<file path="src/rtl/spi_bootload_seq.sv">
// Loader-register sequencer for flash CMD / PROGRAM / READ page operations over a 4-register bus.
// Build macro SPI_BOOTLOAD_SEQ_TIMEOUT_EN bounds each bus_valid_i wait to TIMEOUT cycles.
`timescale 1ns/1ps
module spi_bootload_seq #(
  parameter int unsigned NWORDS  = 256,
  parameter int unsigned TIMEOUT = 65535
) (
  input  logic        clk_i,
  input  logic        rst_b_i,
  input  logic        start_i,
  input  logic [1:0]  op_i,
  input  logic [31:0] addr_i,
  input  logic [15:0] cmd_i,
  output logic        busy_o,
  output logic        done_o,
  output logic        err_o,
  output logic [15:0] result_o,
  input  logic [15:0] src_dat_i,
  input  logic        src_valid_i,
  output logic        src_ready_o,
  output logic [15:0] snk_dat_o,
  output logic        snk_valid_o,
  output logic [1:0]  bus_adr_o,
  output logic [15:0] bus_dat_o,
  output logic        bus_en_o,
  output logic        bus_wr_o,
  input  logic [15:0] bus_dat_i,
  input  logic        bus_valid_i
);
  localparam logic [1:0] OP_CMD  = 2'd0;
  localparam logic [1:0] OP_PROG = 2'd1;
  localparam logic [1:0] OP_READ = 2'd2;

  localparam logic [1:0] REG_FIFO = 2'd0;
  localparam logic [1:0] REG_ALO  = 2'd1;
  localparam logic [1:0] REG_AHI  = 2'd2;
  localparam logic [1:0] REG_CMD  = 2'd3;

  localparam logic [8:0]    CNT_LAST = 9'(NWORDS - 1);
  localparam int            TW       = $clog2(TIMEOUT + 1);
  localparam logic [TW-1:0] TMO_LAST = TW'(TIMEOUT - 1);

  typedef enum logic [3:0] {
    IDLE, FRST, PUSH, WR_ALO, WR_AHI, WR_CMD, RD_CMD, WT_CMD, RD_DAT, WT_DAT, DONE
  } state_e;

  state_e        state_q;
  logic [1:0]    op_q;
  logic [31:0]   addr_q;
  logic [15:0]   cmd_q;
  logic [8:0]    cnt_q;
  logic [TW-1:0] tmo_q;
  logic          busy_q, done_q, err_q, snk_valid_q, en_q, wr_q;
  logic [15:0]   result_q, snk_dat_q, dat_q;
  logic [1:0]    adr_q;
  logic          push_wr, tmo_hit;

  // A PUSH write happens in the very cycle the source word is accepted.
  assign push_wr     = (state_q == PUSH) && src_valid_i;
  assign tmo_hit     = (tmo_q == TMO_LAST);

  assign src_ready_o = push_wr;
  assign bus_en_o    = en_q | push_wr;
  assign bus_wr_o    = wr_q | push_wr;
  assign bus_dat_o   = push_wr ? src_dat_i : dat_q;
  assign bus_adr_o   = adr_q;
  assign busy_o      = busy_q;
  assign done_o      = done_q;
  assign err_o       = err_q;
  assign result_o    = result_q;
  assign snk_dat_o   = snk_dat_q;
  assign snk_valid_o = snk_valid_q;

  always_ff @(posedge clk_i or negedge rst_b_i) begin
    if (!rst_b_i) begin
      state_q     <= IDLE;
      op_q        <= OP_CMD;
      addr_q      <= '0;
      cmd_q       <= '0;
      cnt_q       <= '0;
      tmo_q       <= '0;
      busy_q      <= 1'b0;
      done_q      <= 1'b0;
      err_q       <= 1'b0;
      snk_valid_q <= 1'b0;
      en_q        <= 1'b0;
      wr_q        <= 1'b0;
      result_q    <= '0;
      snk_dat_q   <= '0;
      dat_q       <= '0;
      adr_q       <= '0;
    end else begin
      done_q      <= 1'b0;
      snk_valid_q <= 1'b0;
      en_q        <= 1'b0;
      wr_q        <= 1'b0;
      unique case (state_q)
        IDLE: begin
          if (start_i) begin
            busy_q <= 1'b1;
            err_q  <= 1'b0;
            cnt_q  <= '0;
            op_q   <= op_i;
            addr_q <= addr_i;
            cmd_q  <= cmd_i;
            unique case (op_i)
              OP_CMD: begin
                state_q <= WR_ALO;
                {en_q, wr_q, adr_q, dat_q} <= {2'b11, REG_ALO, addr_i[15:0]};
              end
              OP_PROG: begin
                state_q <= PUSH;
                adr_q   <= REG_FIFO;
              end
              OP_READ: begin
                state_q <= FRST;
                {en_q, wr_q, adr_q, dat_q} <= {2'b11, REG_FIFO, 16'h8000};
              end
              default: begin
                state_q <= DONE;
                done_q  <= 1'b1;
                err_q   <= 1'b1;
              end
            endcase
          end
        end
        FRST: begin
          state_q <= WR_ALO;
          {en_q, wr_q, adr_q, dat_q} <= {2'b11, REG_ALO, addr_q[15:0]};
        end
        PUSH: begin
          if (src_valid_i) begin
            if (cnt_q == CNT_LAST) begin
              state_q <= WR_ALO;
              {en_q, wr_q, adr_q, dat_q} <= {2'b11, REG_ALO, addr_q[15:0]};
            end else begin
              cnt_q <= cnt_q + 9'd1;
            end
          end
        end
        WR_ALO: begin
          state_q <= WR_AHI;
          {en_q, wr_q, adr_q, dat_q} <= {2'b11, REG_AHI, addr_q[31:16]};
        end
        WR_AHI: begin
          state_q <= WR_CMD;
          {en_q, wr_q, adr_q, dat_q} <= {2'b11, REG_CMD, cmd_q};
        end
        WR_CMD: begin
          state_q <= RD_CMD;
          {en_q, wr_q, adr_q} <= {2'b10, REG_CMD};
        end
        RD_CMD: begin
          state_q <= WT_CMD;
          tmo_q   <= '0;
        end
        WT_CMD: begin
          if (bus_valid_i) begin
            result_q <= bus_dat_i;
            if (op_q == OP_READ) begin
              state_q <= RD_DAT;
              {en_q, wr_q, adr_q} <= {2'b10, REG_FIFO};
            end else begin
              state_q <= DONE;
              done_q  <= 1'b1;
            end
          end else if (tmo_hit) begin
`ifdef SPI_BOOTLOAD_SEQ_TIMEOUT_EN
            state_q <= DONE;
            done_q  <= 1'b1;
            err_q   <= 1'b1;
`endif
          end else begin
            tmo_q <= tmo_q + 1'b1;
          end
        end
        RD_DAT: begin
          state_q <= WT_DAT;
          tmo_q   <= '0;
        end
        WT_DAT: begin
          if (bus_valid_i) begin
            snk_dat_q   <= bus_dat_i;
            snk_valid_q <= 1'b1;
            if (cnt_q == CNT_LAST) begin
              state_q <= DONE;
              done_q  <= 1'b1;
            end else begin
              cnt_q   <= cnt_q + 9'd1;
              state_q <= RD_DAT;
              {en_q, wr_q, adr_q} <= {2'b10, REG_FIFO};
            end
          end else if (tmo_hit) begin
`ifdef SPI_BOOTLOAD_SEQ_TIMEOUT_EN
            state_q <= DONE;
            done_q  <= 1'b1;
            err_q   <= 1'b1;
`endif
          end else begin
            tmo_q <= tmo_q + 1'b1;
          end
        end
        DONE: begin
          state_q <= IDLE;
          busy_q  <= 1'b0;
          err_q   <= 1'b0;
        end
        default: state_q <= IDLE;
      endcase
    end
  end

endmodule

</file>
<file path="config.mk">
export PLATFORM = sky130hd
export DESIGN_NAME = spi_bootload_seq
export DESIGN_NICKNAME = d
export VERILOG_FILES = /design/src/rtl/spi_bootload_seq.sv
export SDC_FILE = /design/constraint.sdc
export NUM_CORES = 1
export LEC_CHECK = 0
export CORE_MARGIN = 2
export CORE_UTILIZATION = 44
export CTS_CLUSTER_SIZE = 25
export DETAILED_ROUTE_END_ITERATION = 12
export PLACE_DENSITY_LB_ADDON = 0.25
export SYNTH_ARGS = -nofsm -noshare
export SYNTH_HDL_FRONTEND = slang
export SYNTH_SLANG_ARGS = --single-unit
</file>
<file path="constraint.sdc">
create_clock -name clk_i -period 2.3 [get_ports clk_i]
set_input_delay 0.575 -clock clk_i [delete_from_list [all_inputs] [get_ports clk_i]]
set_output_delay 0.575 -clock clk_i [all_outputs]
set_load 0.02 [all_outputs]
</file>
# Word-level counts from Yosys, hierarchy flattened
# Cells that the tools add are included.
dict set report classes {
  addsub 1
  n_mux 51
  n_reduce_logical 21
  bitwise 2
  n_eq_ne 23
}
# op n
set op_table {}
lappend op_table {{one-hot mux 16 bit (5 select lines)} 1}
lappend op_table {{2-to-1 mux 16 bit} 4}
lappend op_table {{one-hot mux 4 bit (10 select lines)} 1}
lappend op_table {{2-to-1 mux 9 bit} 4}
lappend op_table {{one-hot mux 16 bit (2 select lines)} 1}
lappend op_table {{one-hot mux 9 bit (3 select lines)} 1}
lappend op_table {{2-to-1 mux 4 bit} 5}
lappend op_table {{2-to-1 mux 2 bit} 9}
lappend op_table {{2-to-1 mux 1 bit} 17}
lappend op_table {{== test 4 x 3 -> 1 bit, second input constant} 4}
lappend op_table {{one-hot mux 2 bit (7 select lines)} 1}
lappend op_table {{== test 4 bit, second input constant} 3}
lappend op_table {{inequality test 2 bit, second input constant} 6}
lappend op_table {{one-hot mux 4 bit (3 select lines)} 1}
lappend op_table {{AND reduction 5 bit} 2}
lappend op_table {{adder 9 x 1 -> 9 bit, second input constant} 1}
lappend op_table {{== test 9 x 8 -> 1 bit, second input constant} 1}
lappend op_table {{AND reduction 9 bit} 1}
lappend op_table {{== test 4 x 2 -> 1 bit, second input constant} 2}
lappend op_table {{AND reduction 2 bit} 4}
lappend op_table {{nonzero test 7 bit} 1}
lappend op_table {{one-hot mux 1 bit (3 select lines)} 2}
lappend op_table {{OR reduction 2 bit} 3}
lappend op_table {{OR reduction 3 bit} 2}
lappend op_table {{other kinds (18)} 21}
dict set report totals {
  reg_bits 119
  elab_cells 113
  inputBits 87
  output_inout_bits 57
}

# Logic depth before layout (Yosys ltp)
# Gate-level depths: netlist (run 1).
dict set report depth {
  word_depth 5
  mapped_depth 10
  mapped_depth_nobuf 9
}

# Worst setup path after synthesis (run 1)
# Ideal clock, no wire load.
dict set report synth_path {
  kind {register to register}
  from {register cnt_q[2]}
  to {register dat_q[15]}
  setup_time_ps 125
  path_stages_with_launch 9
  required_ps 2175
  path_buffers 0
  synth_period_minus_slack_ps 2348
  setup_slack_ps -48
  t_arrival_ps 2223
  cell_sequence {dfrtp_1 > and3_1 > and2_1 > and4_1 > ha_1 > inv_1 > a32o_1 > a2111oi_4 > mux2_2}
}
dict set report synth_via {
  elab_chain_cells 3
}
# element line
set synth_rtl {}
lappend synth_rtl {{start: declaration} 51} ;# logic [8:0] cnt_q;
lappend synth_rtl {{start signal: assignment} 137} ;# cnt_q <= cnt_q + 9'd1;
lappend synth_rtl {{start signal: assignment} 189} ;# cnt_q <= cnt_q + 9'd1;
lappend synth_rtl {{== test 9 x 8 -> 1 bit} 133} ;# if (cnt_q == CNT_LAST) begin
lappend synth_rtl {{inequality test 2 x 1 -> 1 bit (no source line)} --}
lappend synth_rtl {{AND reduction 5 bit (no source line)} --}
lappend synth_rtl {{end signal: assignment} 129} ;# {en_q, wr_q, adr_q, dat_q} <= {2'b11, REG_ALO, addr_q[15:0]};
lappend synth_rtl {{end signal: assignment} 135} ;# {en_q, wr_q, adr_q, dat_q} <= {2'b11, REG_ALO, addr_q[15:0]};
lappend synth_rtl {{end signal: assignment} 143} ;# {en_q, wr_q, adr_q, dat_q} <= {2'b11, REG_AHI, addr_q[31:16]};
lappend synth_rtl {{end: declaration} 54} ;# logic [15:0] result_q, snk_dat_q, dat_q;
# No other way between the ends.
# A chain may end at the register's enable or synchronous reset.

# Worst setup path after layout (run 1)
dict set report layout_path {
  from {register cnt_q[3]}
  to {register dat_q[15]}
}
# Same word-level chain as after synthesis.

==> results of run 1 <==
[what timing repair did]
item	4_1_cts	5_1_grt
cloned	1	0
buffers inserted	2	1
resized for setup	80	11
setup endpoints to repair	38	37
pin swaps	3	4
hold buffers	0	0
[worst reg2reg max path, stage by stage, from the launching register on]
cell and delay (ns):
dfrtp_1 0.36, and3_4 0.18, and2_4 0.15, and4_4 0.22
ha_4 0.14, inv_1 0.04, a32o_2 0.26, a2111oi_4 0.21
buf_6 0.19, mux2_2 0.33
[layout make-up]
cell class	instances	area (µm²)	share of cell area
timing repair buffer	195	1813	0.2232
clock inverter	13	168.9	0.02079
multi-input combinational	431	2462	0.3031
sequential	119	2978	0.3665
clock buffer	19	452.9	0.05575
tap	172	215.2	0.02649
inverter	9	33.78	0.004158
[Yosys cell counts, types with 3 or more instances]
cell      number  area [µm²]
a21oi_1       15       75.07
a222oi_1      16       160.2
a31oi_1       16       100.1
and3_1         5       31.28
buf_2         15       75.07
buf_4          3       22.52
clkbuf_1      11       41.29
dfrtp_1      119        2978
ha_1           7       87.58
inv_1          8       30.03
mux2_1         4       45.04
mux2_2        30       337.8
mux2i_1        3       30.03
nand2_1      225       844.6
nand2b_1       6       37.54
nand3_1        7       35.03
nand4_1        5       31.28
nor2_1        34       127.6
nor3_1         4       20.02
o21ai_0        9       45.04
o31ai_1        3       22.52
or2_2          3       18.77
xor2_1         6       52.55
[cells by family (layout without fill, tap and decap cells)]
group / count (synthesis) / in the layout / synth area share
AO/OA/AOI/OAI: 75 / 75 / 0.1046
XOR/XNOR: 7 / 7 / 0.01098
adder cells (fa/ha/maj): 7 / 7 / 0.01568
buffers and inverters: 41 / 236 / 0.03562
flip-flops: 119 / 119 / 0.5332
multiplexers: 37 / 37 / 0.07392
AND/OR/NAND/NOR: 305 / 305 / 0.2260
[report_power, final]
group | internal [mW] | switching, mW
sequential | 2.99 | 0.487
combinational | 2.32 | 2.87
clock | 1.77 | 1.00
total | 7.08 | 4.36
[stage by stage]
stage	power, mW	TNS [ns]	std cells
finish	11.44	0	958
global route	12.14	-0.005531	958
CTS	11.41	0	957
detailed placement	8.579	-11.34	922
global placement	8.438	-10.30	922
floorplan	6.525	0	591
[routing by layer]
metal,track usage,share of wire,vias to the layer above
li1,-,-,2374
met3,0.08511,0.10,19
met4,0.07529,0.013,0
met5,0,0,-
met1,0.3167,0.42,2359
met2,0.3643,0.46,221
[flip-flops by register name (all words and copies together), names as in the netlist]
signal	flops
wr_q	1
err_o	1
bus_adr_o	2
op_q	2
busy_o	1
cnt_q	9
snk_dat_o	16
addr_q	32
snk_valid_o	1
state_q	4
done_o	1
en_q	1
cmd_q	16
dat_q	16
result_o	16
[worst max path at each step]
| stage | to | slack (ns) | from | depth (start not counted) |
|---|---|---|---|---|
| 3_3_place_gp | bus_dat_o[10] | -0.36 | src_valid_i | 7 |
| 3_5_place_dp | bus_dat_o[12] | -0.40 | src_valid_i | 7 |
| 5_1_grt | dat_q[5] | -0.006 | cnt_q[3] | 11 |
| 6_report | dat_q[15] | 0.10 | cnt_q[3] | 9 |
| 2_1_floorplan | cnt_q[0] | 0.05 | cnt_q[2] | 9 |
| 4_1_cts | src_ready_o | 0.01 | src_valid_i | 5 |
==> flow_summary.ini, run 1 <==
[setup_path]
critPathTopFamily = simple AND/OR/NAND/NOR gates
worstPathMaxFanout = 3
path_class = reg2reg
r2r_cells = 9
r2r-start = cnt_q[3]
ff2ff_setup_slack_ns = 0.10
r2r-end = dat_q[15]
critPathSlowestCell = dfrtp_1
worstSetupStartpointType = flop
crit_buf_inv = 2
crit_path_end_kind = flop
crit_path_cell_trace = and3_4 > and2_4 > and4_4 > ha_4 > inv_1 > a32o_2 > a2111oi_4 > buf_6 > mux2_2
cp.required_ns = 2.60
critical-path-max-stage-delay_ns = 0.36
critPathArrivalTime_ns = 2.50

[timing]
fmax_mhz = 454.7
worst_slack_ns = 0.1006
clock_skew_ns = 0.01330
hold_viol_final = 0
worst_pin_slew_ns = 0.7095
slew_headroom = 0.5255
holdWs_ns = 0.08824
post-route-period-util = 0.9563
drv_slew = 0
rsz0062_at_grt = yes
period_needed_ns = 2.199
finalSetupViolCount = 0

[yosys]
syn-num-nets = 685
ys_warn_count = 0
netlist_area_um2 = 5585
ys_ff_latch = 119
yosysUniqueCellTypes = 53
synthCells = 591
synthArstFlopShare = 1.000
synth-main-ff-cell = dfrtp_1
ys_seq_area_frac = 0.5332
synth_edf_count = 0
avgSynthCellArea_um2 = 9.451

[layout]
design_area_um2 = 8124
postLayoutCoreUtil = 0.6490
area_growth_pct = 45.45
final_nets = 867
final_common_cell = nand2_1
n_fill_cell = 1061
drive_above_1_share = 0.1972
antenna_cells = 0
final_cell_mix = nand2_1 (225), clkdlybuf4s50_1 (122), dfrtp_1 (119)

[die]
die_y_um = 116.7
fp-row-count = 41
start_util = 0.4462
io_pins = 144
die_area_um2 = 13610
coreArea_um2 = 12520
die_x_um = 116.7

[routing]
wl_per_cell_um = 16.15
via_per_inst = 5.191
wirelength_mm = 15.47
drtIter0Drc = 363
drc = 0
vias = 4973
ant_nets = 0
first_pass_iters = 5

[global_route]
grt_max_degree = 39
grt.total_usage = 0.2371
grt_overflow = 0
antenna_found_initial = 0
grt_pass1_wl_mm = 24.66
grt_pass1_vias = 4927

[power_and_ir_drop]
ir_drop_mv = 0.6048
power_density_nw_per_um2 = 1408
p_leak_nw = 3.860

[clocking]
cts_tree = done
numCtsBuffers = 17
clock-sinks = 119
cts_root_buffer = clkbuf_16
clk_path_buf_depth = 2
clk_pin_slew_ns = 0.06
htreeDepth = 4
clock_latency_ns = 0.42

[placed_design]
place_congestion = 0.8829
dp_worst_setup_slack_ns = -0.3999
dp_hpwl_mm = 10.69
place_area_um2 = 7481
io_buffers = 143

[job]
cap_viol_max_count = 0

[outcome]
status = complete, no violations

[worst_hold_path]
hp-class = in2async
No activity file was read; power rests on OpenSTA's default activity.
==> run 2: changes to the inputs <==
--- a/config.mk
+++ b/config.mk
@@ -6,10 +6,13 @@
 export NUM_CORES = 1
 export LEC_CHECK = 0
 export CORE_MARGIN = 2
-export CORE_UTILIZATION = 44
+export CORE_UTILIZATION = 45
+export CTS_BUF_LIST = sky130_fd_sc_hd__clkbuf_8
 export CTS_CLUSTER_SIZE = 25
 export DETAILED_ROUTE_END_ITERATION = 12
 export PLACE_DENSITY_LB_ADDON = 0.25
+export SLEW_MARGIN = 20
 export SYNTH_ARGS = -nofsm -noshare
 export SYNTH_HDL_FRONTEND = slang
 export SYNTH_SLANG_ARGS = --single-unit
+export TNS_END_PERCENT = 50
==> flow_summary.ini, run 2 (synthesis results as in run 1) <==
[layout]
final_nets = 865
n_fill_cell = 1007
drive_above_1_share = 0.2120
regMostFlops = addr_q
final_common_cell = nand2_1
antenna_cells = 0
postLayoutCoreUtil = 0.6602
design_area_um2 = 7963
largest_register_ffs = 32
final_cell_mix = nand2_1 (225), clkdlybuf4s50_1 (122), dfrtp_1 (119)
area_growth_pct = 42.56
instances_no_fill = 951

[clocking]
hold_buffers = 0
clock-sinks = 119
clock_latency_ns = 0.43
numCtsBuffers = 17
cts_tree = done
clk_pin_slew_ns = 0.08
cts_root_buffer = clkbuf_8
htreeDepth = 4
clk_path_buf_depth = 2

[setup_path]
crit_buf_inv = 2
worstPathMaxFanout = 4
crit_path_cell_trace = and3_4 > and2_4 > and4_4 > ha_4 > inv_2 > a32o_2 > a2111oi_4 > buf_6 > mux2_4
worstSetupStartpointType = flop
crit_path_end_kind = flop
critical-path-max-stage-delay_ns = 0.37
critPathArrivalTime_ns = 2.64
cp.required_ns = 2.61
critPathTopFamily = compound AO/OA/AOI/OAI gates
path_class = reg2reg
critPathSlowestCell = dfrtp_1

[power_and_ir_drop]
p_leak_nw = 3.769
p_total_mw = 10.68
ir_drop_mv = 0.7204
power_density_nw_per_um2 = 1341

[routing]
drtIter0Drc = 408
first_pass_iters = 5
wl_per_cell_um = 16.33
via_per_inst = 5.285
vias = 5026
wirelength_mm = 15.53
ant_nets = 0
drc = 0

[outcome]
violations = negative setup slack
status = finished with violations

[timing]
slew_headroom = 0.5058
period_needed_ns = 2.326
finalSetupTns_ns = -0.1178
fmax_mhz = 429.8
rsz0062_at_grt = yes
worst_pin_slew_ns = 0.7389
worst_slack_ns = -0.02643
post-route-period-util = 1.011
holdWs_ns = 0.1079
finalSetupViolCount = 9
clock_skew_ns = 0.01249
drv_slew = 0
hold_viol_final = 0

[die]
fp-row-count = 40
die_x_um = 115.4
die_area_um2 = 13320
io_pins = 144
start_util = 0.4631
die_y_um = 115.4
coreArea_um2 = 12060

[placed_design]
io_buffers = 143
place_area_um2 = 7461
dp_worst_setup_slack_ns = -0.4176
place_congestion = 0.8854
dp.cells = 912
dp_hpwl_mm = 11.03

[job]
cap_viol_max_count = 0

[global_route]
grt_pass1_wl_mm = 24.87
grt_max_degree = 52
grt.total_usage = 0.2386
grt_pass1_vias = 5038
grt_overflow = 0
antenna_found_initial = 0

[worst_hold_path]
hp-class = in2async
## run 2: cell types whose count changed in the layout (fill, tap and decap cells not counted), sizes merged
| cell | delta |
|---|---|
| clkdlybuf4s15 | +1 |
| inv | -3 |
| clkbuf | +4 |
| buf | -5 |
| clkinv | +2 |
| bufinv | -2 |
## run 2: final timing paths
check / start / slack (ns) / cells past startpoint / to
worst max-delay path: cnt_q[2] / -0.03 / 9 / dat_q[15]
worst min-delay path: rst_b_i / 0.11 / 1 / bus_adr_o[1]
worst max register to register: cnt_q[2] / -0.03 / 9 / dat_q[15]
worst min register to register: op_q[0] / 0.48 / 2 / op_q[0]
max in group asynchronous: rst_b_i / 1.59 / 2 / dat_q[13]
min in group clk_i: op_q[0] / 0.48 / 2 / op_q[0]
## run 2: repair_timing
item / in CTS / in global routing
endpoints found under the setup margin: 38 / 33
resized for setup: 78 / 26
pin swaps: 0 / 5
buffers inserted: 0 / 6
hold endpoints to repair: 0 / 0
cloned: 0 / 2
## run 2: cell type report
cell class | instances | area [µm²] | share of cell area
Sequential cell | 119 | 2978 | 0.3740
Multi-Input combinational cell | 431 | 2510 | 0.3152
Timing Repair Buffer | 193 | 1844 | 0.2316
Clock buffer | 21 | 289.0 | 0.03630
Tap cell | 168 | 210.2 | 0.02640
Clock inverter | 10 | 96.34 | 0.01210
Inverter | 9 | 35.03 | 0.004400
## run 2: routing by layer
metal | wire length, µm | vias up | GRT usage
li1 | - | 2367 | -
met4 | 202 | 0 | 0.08112
met2 | 7243 | 223 | 0.3719
met1 | 6509 | 2420 | 0.3167
met3 | 1577 | 16 | 0.07741
met5 | 0 | - | 0
## run 2: worst register-to-register path, stage by stage, from the launching register on
cell	delay [ns]
dfrtp_1	0.37
and3_4	0.19
and2_4	0.14
and4_4	0.24
ha_4	0.16
inv_2	0.03
a32o_2	0.28
a2111oi_4	0.33
buf_6	0.19
mux2_4	0.30
## run 2: report_power, final
part	switching, mW	internal, mW
combinational	2.94	2.44
sequential	0.500	2.98
clock	0.853	0.965
==> run 3: changes to the inputs <==
--- a/config.mk
+++ b/config.mk
@@ -6,8 +6,7 @@
 export NUM_CORES = 1
 export LEC_CHECK = 0
 export CORE_MARGIN = 2
-export CORE_UTILIZATION = 45
-export CTS_BUF_LIST = sky130_fd_sc_hd__clkbuf_8
+export CORE_UTILIZATION = 44
 export CTS_CLUSTER_SIZE = 25
 export DETAILED_ROUTE_END_ITERATION = 12
 export PLACE_DENSITY_LB_ADDON = 0.25
==> flow_summary.ini, run 3 (synthesis results as in run 1) <==
[outcome]
status = finished with violations
violations = negative setup slack

[global_route]
grt.total_usage = 0.2325
antenna_found_initial = 0
grt_max_degree = 39
grt_pass1_vias = 4854
grt_pass1_wl_mm = 24.20
grt_overflow = 0

[job]
cap_viol_max_count = 0

[setup_path]
crit_path_cell_trace = and3_4 > and2_4 > and4_4 > ha_4 > inv_2 > a32o_2 > a2111oi_4 > buf_6 > buf_12 > nor2_1 > a31oi_1
critical-path-max-stage-delay_ns = 0.36
cp.required_ns = 2.63
worstPathMaxFanout = 8
crit_path_end_kind = flop
path_class = reg2reg
critPathSlowestCell = dfrtp_1
worstSetupStartpointType = flop
critPathArrivalTime_ns = 2.69

[layout]
n_fill_cell = 1054
drive_above_1_share = 0.2089
postLayoutCoreUtil = 0.6545
regMostFlops = addr_q
antenna_cells = 0
largest_register_ffs = 32
final_common_cell = nand2_1
final_nets = 871
area_growth_pct = 46.68
final_cell_mix = nand2_1 (225), clkdlybuf4s50_1 (123), dfrtp_1 (119)

[placed_design]
place_congestion = 0.8829
io_buffers = 143
dp_hpwl_mm = 10.69
dp_worst_setup_slack_ns = -0.3999

[power_and_ir_drop]
ir_drop_mv = 0.6126
power_density_nw_per_um2 = 1418
p_total_mw = 11.62
p_leak_nw = 3.874

[timing]
worst_pin_slew_ns = 0.6994
worst_slack_ns = -0.06453
hold_viol_final = 0
drv_slew = 0
rsz0062_at_grt = yes
slew_headroom = 0.5323
post-route-period-util = 1.028
clock_skew_ns = 0.01149
finalSetupViolCount = 14
fmax_mhz = 422.9
period_needed_ns = 2.365

[die]
fp-row-count = 41
die_y_um = 116.7
start_util = 0.4462
coreArea_um2 = 12520
die_area_um2 = 13610
io_pins = 144
die_x_um = 116.7

[clocking]
htreeDepth = 4
clk_pin_slew_ns = 0.06
numCtsBuffers = 17
clock-sinks = 119
clock_latency_ns = 0.42
clk_path_buf_depth = 2
cts_tree = done
cts_root_buffer = clkbuf_16

[worst_hold_path]
hp-class = in2async

[routing]
wl_per_cell_um = 16.17
first_pass_iters = 5
drc = 0
via_per_inst = 5.204
wirelength_mm = 15.56
ant_nets = 0
drtIter0Drc = 321
vias = 5006
## run 3: critical path, delay by kind of cell, from the launching register on
family                   cells  cell delay (ns)
AO/OA/AOI/OAI                3             0.79
flip-flops                   1             0.36
buffers and inverters        3             0.36
adder cells (fa/ha/maj)      1             0.16
AND/OR/NAND/NOR              4             0.60
## run 3: per-layer routing
metal / track usage / vias up / share of wire
met2: 0.3535 / 212 / 0.46
met1: 0.3137 / 2392 / 0.43
met5: 0 / - / 0
met3: 0.08459 / 21 / 0.091
met4: 0.07216 / 0 / 0.013
li1: - / 2381 / -
## run 3: power breakdown
part / switching, mW / total (mW) / internal [mW]
combinational: 2.92 / 5.36 / 2.44
clock: 1.01 / 2.78 / 1.77
sequential: 0.498 / 3.49 / 2.99
## run 3: final timing paths
kind | start | endpoint | slack [ns] | cells after the start
setup / recovery | cnt_q[3] | dat_q[5] | -0.06 | 11
hold / removal | rst_b_i | snk_dat_o[1] | 0.09 | 1
setup reg to reg | cnt_q[3] | dat_q[5] | -0.06 | 11
hold reg to reg | cnt_q[8] | cnt_q[8] | 0.47 | 2
max in group asynchronous | rst_b_i | result_o[0] | 1.49 | 2
min in group clk_i | cnt_q[8] | cnt_q[8] | 0.47 | 2
## run 3: final cells by class
cell class / count / area (µm²) / area share
timing repair buffer: 199 / 1866 / 0.2277
inverter: 9 / 33.78 / 0.004123
tap: 172 / 215.2 / 0.02627
clock inverter: 13 / 168.9 / 0.02062
clock buffer: 19 / 452.9 / 0.05528
sequential: 119 / 2978 / 0.3635
multi-input combinational: 431 / 2479 / 0.3025
## run 3: through the flow
step	area [µm²]	cells	setup TNS [ns]	hold slack (ns)
after floorplan	5585	591	0	0.2794
after global placement	7481	922	-10.30	0.4548
after detailed placement	7481	922	-11.34	0.4635
after CTS	8038	954	-0.01399	0.09987
after global routing	8193	962	-1.885	0.1181
final	8193	962	-0.3911	0.08874
## run 3: timing repair
item | in CTS | in global routing
endpoints found under the hold margin | 0 | 0
gates cloned | 0 | 2
setup endpoints to repair | 38 | 39
hold buffers | 0 | 0
resized for setup | 74 | 23
buffers inserted | 0 | 6
pin swaps | 1 | 6
